`src/rtl/rx_pkg.sv`:
```
// rx_pkg: shared K-chars, abort cause codes and framer states for the RX frame packer
package rx_pkg;
  localparam logic [7:0] KC_SOF = 8'hFB;
  localparam logic [7:0] KC_EOF = 8'hFD;
  localparam logic [7:0] KC_IDLE = 8'hBC;
  localparam logic [1:0] ABORT_SYNC = 2'b01;
  localparam logic [1:0] ABORT_OVF = 2'b10;
  localparam logic [1:0] ABORT_PROTO = 2'b11;
  typedef enum logic [1:0] {HUNT, FRAME, FLUSH} state_t;
endpackage

```
`src/rtl/rx_commit_fifo.sv`:
```
// rx_commit_fifo: FWFT FIFO whose writes stay invisible until committed and can be rolled back
module rx_commit_fifo #(
  parameter int W = 33,
  parameter int DEPTH = 64
) (
  input  logic                     clk,
  input  logic                     rst,
  input  logic                     we,
  input  logic [W-1:0]             wdata,
  input  logic                     mark,
  input  logic                     rollback,
  input  logic                     commit,
  input  logic                     rd,
  output logic [W-1:0]             rdata,
  output logic                     valid,
  output logic                     pending,
  output logic                     full_tent,
  output logic                     full_commit,
  output logic [$clog2(DEPTH):0]   level
);
  localparam int AW = $clog2(DEPTH);
  logic [W-1:0] mem [DEPTH];
  logic [AW:0] tent, cmt, rdp, base, tm1;
  assign base = rollback ? cmt : tent;
  assign tm1 = tent - 1'b1;
  assign valid = cmt != rdp;
  assign pending = tent != cmt;
  assign level = cmt - rdp;
  assign full_tent = (tent - rdp) == (AW+1)'(DEPTH);
  assign full_commit = (cmt - rdp) == (AW+1)'(DEPTH);
  assign rdata = valid ? mem[rdp[AW-1:0]] : '0;
  always_ff @(posedge clk or posedge rst)
    if (rst) begin
      tent <= '0;
      cmt <= '0;
      rdp <= '0;
    end else begin
      tent <= base + (AW+1)'(we);
      if (commit) cmt <= base + (AW+1)'(we);
      if (rd && valid) rdp <= rdp + 1'b1;
    end
  // a frame ending on a word boundary gets its last flag set after the fact
  always_ff @(posedge clk)
    if (we) mem[base[AW-1:0]] <= wdata;
    else if (mark) mem[tm1[AW-1:0]][W-1] <= 1'b1;
endmodule

```
`src/rtl/rx_frame_packer.sv`:
```
// rx_frame_packer: delineates K-char framed RX bytes, packs payload into words and commits whole frames
module rx_frame_packer
  import rx_pkg::*;
#(
  parameter int LANE_BYTES = 2,
  parameter int OUT_BYTES = 4,
  parameter int DEPTH = 64,
  parameter logic [7:0] K_SOF = KC_SOF,
  parameter logic [7:0] K_EOF = KC_EOF,
  parameter logic [7:0] K_IDLE = KC_IDLE
) (
  input  logic                     clk,
  input  logic                     rst,
  input  logic [8*LANE_BYTES-1:0]  rx_data,
  input  logic [LANE_BYTES-1:0]    rx_datak,
  input  logic [LANE_BYTES-1:0]    rx_syncstatus,
  output logic [8*OUT_BYTES-1:0]   out_data,
  output logic                     out_last,
  output logic                     out_valid,
  input  logic                     out_ready,
  output logic [$clog2(DEPTH):0]   fifo_level,
  output logic                     in_frame,
  output logic [15:0]              frame_cnt,
  output logic [15:0]              abort_cnt,
  output logic [1:0]               abort_cause
);
  localparam int ACC = OUT_BYTES + LANE_BYTES - 1;
  localparam int CW = $clog2(ACC + 1);
  localparam int OW = 8 * OUT_BYTES;
  logic [8*LANE_BYTES-1:0] d_q;
  logic [LANE_BYTES-1:0] k_q, s_q;
  state_t state, state_n;
  logic [8*ACC-1:0] acc, acc_n;
  logic [CW-1:0] cnt;
  int cnt_n;
  logic [OW-1:0] wdata;
  logic [7:0] b;
  logic [1:0] cause_n;
  logic we, wlast, mark, rollback, commit, eof, done, pending, full_tent, full_commit;
  always_ff @(posedge clk or posedge rst)
    if (rst) begin
      d_q <= '0;
      k_q <= '0;
      s_q <= '0;
    end else begin
      d_q <= rx_data;
      k_q <= rx_datak;
      s_q <= rx_syncstatus;
    end
  always_ff @(posedge clk or posedge rst)
    if (rst) state <= HUNT;
    else state <= state_n;
  always_comb begin
    state_n = state;
    acc_n = acc;
    cnt_n = int'(cnt);
    we = 1'b0;
    wlast = 1'b0;
    wdata = '0;
    mark = 1'b0;
    rollback = 1'b0;
    commit = 1'b0;
    cause_n = 2'b00;
    eof = 1'b0;
    done = 1'b0;
    b = '0;
    if (state == FLUSH) begin
      acc_n = '0;
      cnt_n = 0;
      state_n = HUNT;
      if (full_tent) begin
        cause_n = ABORT_OVF;
        rollback = 1'b1;
      end else begin
        we = 1'b1;
        wlast = 1'b1;
        wdata = acc[OW-1:0];
        commit = 1'b1;
      end
    end else if (state == FRAME && !(&s_q)) begin
      cause_n = ABORT_SYNC;
      rollback = 1'b1;
      acc_n = '0;
      cnt_n = 0;
      state_n = HUNT;
    end else begin
      for (int i = 0; i < LANE_BYTES; i++) begin
        b = d_q[8*i +: 8];
        if (!done) begin
          if (state_n == HUNT) begin
            if (i == 0 && k_q[0] && b == K_SOF && (&s_q)) state_n = FRAME;
          end else if (!k_q[i]) begin
            acc_n[8*cnt_n +: 8] = b;
            cnt_n++;
          end else if (b == K_EOF) begin
            eof = 1'b1;
            done = 1'b1;
          end else if (b != K_IDLE) begin
            // an SOF here restarts the frame; any other K-char drops to HUNT
            cause_n = ABORT_PROTO;
            rollback = 1'b1;
            acc_n = '0;
            cnt_n = 0;
            if (b != K_SOF) begin
              state_n = HUNT;
              done = 1'b1;
            end
          end
        end
      end
      if (state_n == FRAME && (cnt_n >= OUT_BYTES || (eof && cnt_n > 0))) begin
        if (rollback ? full_commit : full_tent) begin
          cause_n = ABORT_OVF;
          rollback = 1'b1;
          acc_n = '0;
          cnt_n = 0;
          state_n = HUNT;
        end else begin
          we = 1'b1;
          wdata = acc_n[OW-1:0];
          acc_n = acc_n >> OW;
          cnt_n = cnt_n > OUT_BYTES ? cnt_n - OUT_BYTES : 0;
          wlast = eof && cnt_n == 0;
          commit = wlast;
          state_n = !eof ? FRAME : (cnt_n == 0 ? HUNT : FLUSH);
        end
      end else if (state_n == FRAME && eof) begin
        mark = pending && !rollback;
        commit = mark;
        state_n = HUNT;
      end
    end
  end
  always_comb in_frame = state == FRAME;
  always_ff @(posedge clk or posedge rst)
    if (rst) begin
      acc <= '0;
      cnt <= '0;
      frame_cnt <= '0;
      abort_cnt <= '0;
      abort_cause <= '0;
    end else begin
      acc <= acc_n;
      cnt <= CW'(cnt_n);
      if (commit) frame_cnt <= frame_cnt + 16'd1;
      if (cause_n != 2'b00) begin
        abort_cause <= cause_n;
        abort_cnt <= abort_cnt + 16'(abort_cnt != 16'hFFFF);
      end
    end
  rx_commit_fifo #(.W(OW + 1), .DEPTH(DEPTH)) u_fifo (
    .clk(clk),
    .rst(rst),
    .we(we),
    .wdata({wlast, wdata}),
    .mark(mark),
    .rollback(rollback),
    .commit(commit),
    .rd(out_ready),
    .rdata({out_last, out_data}),
    .valid(out_valid),
    .pending(pending),
    .full_tent(full_tent),
    .full_commit(full_commit),
    .level(fifo_level)
  );
endmodule

```
`config.mk`:
```
export PLATFORM = sky130hd
export DESIGN_NAME = rx_frame_packer
export DESIGN_NICKNAME = d
export VERILOG_FILES = /design/src/rtl/rx_pkg.sv /design/src/rtl/rx_commit_fifo.sv /design/src/rtl/rx_frame_packer.sv
export SDC_FILE = /design/constraint.sdc
export NUM_CORES = 2
export LEC_CHECK = 0
export BUFFER_PORTS_ARGS = -buffer_cell sky130_fd_sc_hd__buf_2
export CAP_MARGIN = 25
export CORE_UTILIZATION = 68
export CTS_CLUSTER_SIZE = 10
export DETAILED_ROUTE_END_ITERATION = 12
export PLACE_DENSITY_LB_ADDON = 0.2
export SKIP_LAST_GASP = 1
export SYNTH_ARGS = -nofsm -noshare
export SYNTH_HDL_FRONTEND = slang
export SYNTH_SLANG_ARGS = --single-unit
```
`constraint.sdc`:
```
create_clock -name clk -period 13.31 [get_ports clk]
set_input_delay 0 -clock clk [delete_from_list [all_inputs] [get_ports clk]]
set_output_delay 0 -clock clk [all_outputs]
set_load 0.02 [all_outputs]
```
**After elaboration in Yosys (flattened, before gate mapping)**

Memory sizes are Yosys's and may differ from the RTL's.
Index checks and enable logic that the tools add are counted.

- Add/sub/neg operators: 12
- Magnitude comparators: 3
- Eq/ne operators: 15
- Shifts and indexed selects: 4
- Multiplexer cells: 136
- Reduce and logical (&&, ||, !) cells: 18

Operator list:

| operator | count |
|---|---|
| 40-bit two-way mux | 14 |
| 32-bit two-way mux | 15 |
| 40-bit bitwise mux | 2 |
| 8-bit by 33-bit variable shift with 40-bit output, first input constant | 2 |
| 8-bit by 33-bit variable part select with 40-bit output | 2 |
| 2-bit two-way mux | 38 |
| 33-bit two-way mux | 2 |
| 1-bit two-way mux | 54 |
| 32-bit negation with 33-bit output | 1 |
| 6-bit negation with 33-bit output | 1 |
| 33-bit OR reduction | 1 |
| 32-bit by 2-bit adder with 32-bit output, second input constant | 1 |
| 32-bit by 4-bit greater-or-equal comparator with 1-bit output, second input constant | 1 |
| 32-bit by 1-bit greater-than comparator with 1-bit output, second input constant | 1 |
| 32-bit by 4-bit greater-than comparator with 1-bit output, second input constant | 1 |
| 32-bit zero test | 1 |
| 8-bit != test, second input constant | 4 |
| 32-bit by 4-bit subtractor with 32-bit output, second input constant | 1 |
| 8-bit equality test, second input constant | 3 |
| 3-bit two-way mux | 6 |
| 16-bit by 1-bit adder with 16-bit output | 1 |
| 16-bit by 1-bit adder with 16-bit output, second input constant | 1 |
| 16-bit != test, second input constant | 1 |
| 7-bit equality test, second input constant | 2 |
| other kinds (18) | 32 |

- Flip-flop bits (word level): 120
- Bits in writable memories: 2112
- Input port bits: 23
- Output and inout port bits: 76
- Memories: 1

Memories:

| name | words | bits a word | read ports | clocked after Yosys merged registers in | write ports | line | text |
|---|---|---|---|---|---|---|---|
| u_fifo.mem | 64 | 33 | 1 | 0 | 1 | rx_commit_fifo.sv:22 | `logic [W-1:0] mem [DEPTH];` |

**Logic depth before layout (Yosys ltp)**

- Depth in word-level cells: 27
- Gate-level depth with buffers: 26

**Hierarchy**

A second synthesis with hierarchy kept.

- Cell total of the unflattened synthesis: 4464
- Area total of the unflattened synthesis: 88451.1 um^2

By module, submodules not included:

| module | times used | cells each | area an instance (um^2) | sequential area each (um^2) |
|---|---|---|---|---|
| rx_commit_fifo | 1 | 3844 | 82494.1 | 63946.3 |
| rx_frame_packer | 1 | 620 | 5957.0 | 2477.4 |

**Least setup slack after synthesis**

No wires, ideal clock.

- Kind: reg2reg
- Start: reg d_q[4]
- End: mem u_fifo.mem[0][30], data pin
- Setup time: 0.702 ns
- Arrival: 6.187 ns
- Required time: 12.608 ns
- Path slack: 6.421 ns
- Stages on the path, launching flop included: 20
- Path through: dfrtp_1 > and4_1 > clkbuf_2 > a41o_1 > a21oi_1 > clkbuf_1 > inv_1 > ha_1 > inv_1 > a21oi_1 > o21ai_0 > inv_1 > ha_1 > ha_1 > a21o_1 > o21ai_2 > and2_1 > nand2_1 > clkbuf_1 > o21ai_0

- Longest elaborated chain between the ends: 22
- Elaborated cells between the ends (all ways): 93

RTL lines:

| element | line | text |
|---|---|---|
| start, declared | rx_frame_packer.sv:30 | `logic [8*LANE_BYTES-1:0] d_q;` |
| start signal, assigned | rx_frame_packer.sv:46 | `d_q <= rx_data;` |
| branches (longest 18 deep; another with 32-bit by 2-bit adder with 32-bit output) | - |  |
| 32-bit two-way mux (*) | rx_frame_packer.sv:111 | `if (state_n == FRAME && (cnt_n >= OUT_BYTES \|\| (eof && cnt_n > 0))) begin` |
| 32-bit two-way mux (*) | rx_frame_packer.sv:80 | `end else if (state == FRAME && !(&s_q)) begin` |
| 32-bit two-way mux (*) | rx_frame_packer.sv:67 | `if (state == FLUSH) begin` |
| 33-bit two-way mux (no source line) (*) | - |  |
| end, declared | rx_commit_fifo.sv:22 |  |

Every way passes the cells marked *. The select of a mux whose other input is x is not followed.

**Worst setup path in the final report**

- Start: reg u_fifo.rdp[0]
- End: out out_data[23]

- Longest elaborated chain between the ends: 2
- Elaborated cells between the ends (all ways): 3

RTL lines:

| element | line | text |
|---|---|---|
| start, declared | rx_commit_fifo.sv:23 | `logic [AW:0] tent, cmt, rdp, base, tm1;` |
| start signal, assigned | rx_commit_fifo.sv:40 | `if (rd && valid) rdp <= rdp + 1'b1;` |
| memory 64 x 33 bit / 7-bit != test (equally long branches) | - |  |
| 33-bit two-way mux (*) | rx_commit_fifo.sv:31 | `assign rdata = valid ? mem[rdp[AW-1:0]] : '0;` |
| end, declared | rx_frame_packer.sv:17 | `output logic [8*OUT_BYTES-1:0] out_data,` |

Every way passes the cells marked *; elsewhere a longest branch is shown, timed or not.

==> results.md <==
* Share of flip-flops with an asynchronous set or reset at 0.0538
* Hold slack at around 110 ps
* Drt first pass iters at 8
* Total core area at roughly 130000 sq um
* Die Width at about 360 um
* YS warnings at 0
* I/O Pins at 99
* Clk buf depth at 4
* Die area at roughly 130000 sq um
* CTS tree: built
* Post-route ant nets at 0
* Starting Density at 0.686
* Max-slew violations at 0
* Total Routing Usage GR at 0.449
* CTS clk-pin slew, worst paths at 50 ps
* Clock skew at between 70 and 80 ps
* RSZ-0062 raised after global routing: no
* Syn Inst Count at 4120
* Row count at approximately 130
* FF+latch count, synth at 2232
* I/O Buffers at 98
* Nets at 4519
* # DRC at 0
* Tmin final at 7290 ps
* Mean area per synthesized cell at ~22 sq um
* Initial antenna violation count at 48
* Tightest Pin Transition at ~1100 ps
* Hold Path Class: in -> reg
* Netlist cell types at 84
* Worst setup EP type: output port
* Final std cell area, no fill at 100000 sq um
* Post-synth net total at 4179
* H-tree depth at 5
* Peak Freq at 137 MHz
* Top-count cell post-synth: edfxtp_1
* PostCTS Resize Cnt at 0
* Critical path class: reg -> out
* Crit start category: register
* Sequential share of the synthesized area at 0.747
* Num CTS Buffers at approximately 270
* Worst Path Max Fanout at 95
* VDD IR-drop max at about 0.17 mV
* Post-CTS setup buffer count at 0
* Vias in the first global route at between 40000 and 50000
* Worst R2R Path Depth at 18
* First-pass GRT wire length at between 400 and 500 mm
* CTS Sinks at 2232
* Most frequent cells after synthesis: edfxtp_1, mux4_2, clkbuf_1
* Drt initial violations at 9999
* Routed wire per std cell at ~47 um
* Leading area contributor after synthesis: edfxtp_1
* Post-layout util at 0.774
* Share of cells above drive strength 1 at 0.306
* Largest net degree at the start of global routing at 96
* Outcome: complete, no violations
* Detail Placement HPWL at 135 mm
* Period Utilization, post-route at 0.548
* Worst Path Required at 13310 ps
* Top-area cell type share of the netlist area at 0.714
* Worst-Skew Late Latency at 920 ps
* Vias at between 50000 and 60000
* Top_reg_cell synth: edfxtp_1
* Max-slew headroom at 0.239
* Final hold viol count at 0
* Synth area leaders: edfxtp_1, mux4_2, dfrtp_1
* Max cap viols at 0
* Die H at 364 um
* Area grow syn2layout at 13.0%
* Post-synth EDFFs at ~2100
* Hold path cells at 4
* Arrival time worst endpoint at 7290 ps
* Post-synthesis instance area at 88900 sq um
* Final WL at 295 mm
* Setup TNS at 0 ps
* Drt via density at between 8 and 9
* Cts-stage hold buffer count at 43
* Final RePlAce weighted congestion at 0.878
* Aggregate global routing overflow at 0
* Leakage power at 27.4 nW
* Total Power at 17.8 mW
* Clock Root Buffer: clkbuf_16
* Placed instance area at 92400 sq um
* Cell Pwr Density at between 150 and 200 nW/um^2
* Setup violators final at 0
-- layout by cell type, fill, tap and decap left out, drive strengths merged, types with 5 or more instances in the layout --
cell type    instances
inv                 36
xnor2               40
nand2b               9
a22oi               25
buf                253
or2                  8
mux2                 8
nor2b                8
nor2               110
nand3               29
nor4                10
nand4               15
and2                43
a211oi               8
and3                30
o221ai               5
or3                  6
xor2                24
a22o                29
mux4               688
dfrtp              120
a31oi               10
edfxtp            2112
a21oi               42
o211ai              18
mux2i               25
and4                 8
ha                  35
nor4b                6
diode               14
o21ai               74
nor3               127
clkbuf             316
nand2              127
dlygate4sd3         43
-- metal layers --
layer  up-vias  GRT usage  wire length [um]
li1      17904          -                 -
met1     25913      0.589             91000
met2      5977      0.669            135000
met3      1236      0.155             45900
met4        58      0.248             22400
met5         -    0.00944               427
-- worst paths after layout --
path                               start                end  slack, ps
setup / recovery           u_fifo.rdp[0]       out_data[23]       6020
hold / removal                 out_ready      u_fifo.rdp[0]        110
setup reg to reg                  d_q[7]  u_fifo.mem[32][3]       6170
hold reg to reg            frame_cnt[15]      frame_cnt[15]        460
max in group asynchronous            rst            acc[11]      11490
min in group asynchronous            rst      u_fifo.rdp[3]        380
-- worst max-delay path: stages, from the launching register on --
cell and delay (ps):
dfrtp_4 1010, buf_12 650, buf_4 560, buf_12 310
buf_4 390, buf_16 330, buf_4 530, buf_12 300
mux4_2 540, mux4_2 620, mux4_2 520, and2_1 190
buf_2 160
-- stage by stage --
| step | setup slack (ps) | cells |
|---|---|---|
| 2_1_floorplan | 6420 | 4120 |
| 3_3_place_gp | 6640 | 5865 |
| 3_5_place_dp | 6540 | 5872 |
| 4_1_cts | 5360 | 6240 |
| 5_1_grt | 5640 | 6252 |
| 6_report | 6020 | 6265 |
-- power by group --
part	internal [mW]	total [mW]	switching (mW)
clock network	3.78	6.71	2.93
logic	1.37	3.35	1.98
registers	7.58	7.71	0.130
-- logic make-up (layout without fill, tap and decap cells) --
family / count (synthesis) / in the layout / synth area share
compound gates: 254 / 254 / 0.0205
other cells: 0 / 14 / 0
buf+inv: 261 / 650 / 0.0116
fa+ha+maj: 36 / 36 / 0.00515
flops: 2232 / 2232 / 0.747
xor+xnor: 64 / 64 / 0.00631
simple gates: 552 / 552 / 0.0309
mux: 721 / 721 / 0.178
-- flip-flops by register name, summed over array words and instances (netlist names), 7 cells and up --
register and cells:
frame_cnt 16, d_q 16, abort_cnt 16, u_fifo.cmt 7, u_fifo.mem 2112, u_fifo.tent 7, u_fifo.rdp 7, acc 40
-- cell type report --
type | count | area, sq um
Antenna cell | 14 | 35.0
Clock buffer | 316 | 7170
Clock inverter | 9 | 92.6
Fill cell | 5987 | 29200
Inverter | 29 | 119
Multi-Input combinational cell | 1627 | 22000
Sequential cell | 2232 | 66400
Tap cell | 1742 | 2180
Timing Repair Buffer | 296 | 2340
Power figures use the tool's default switching activity.
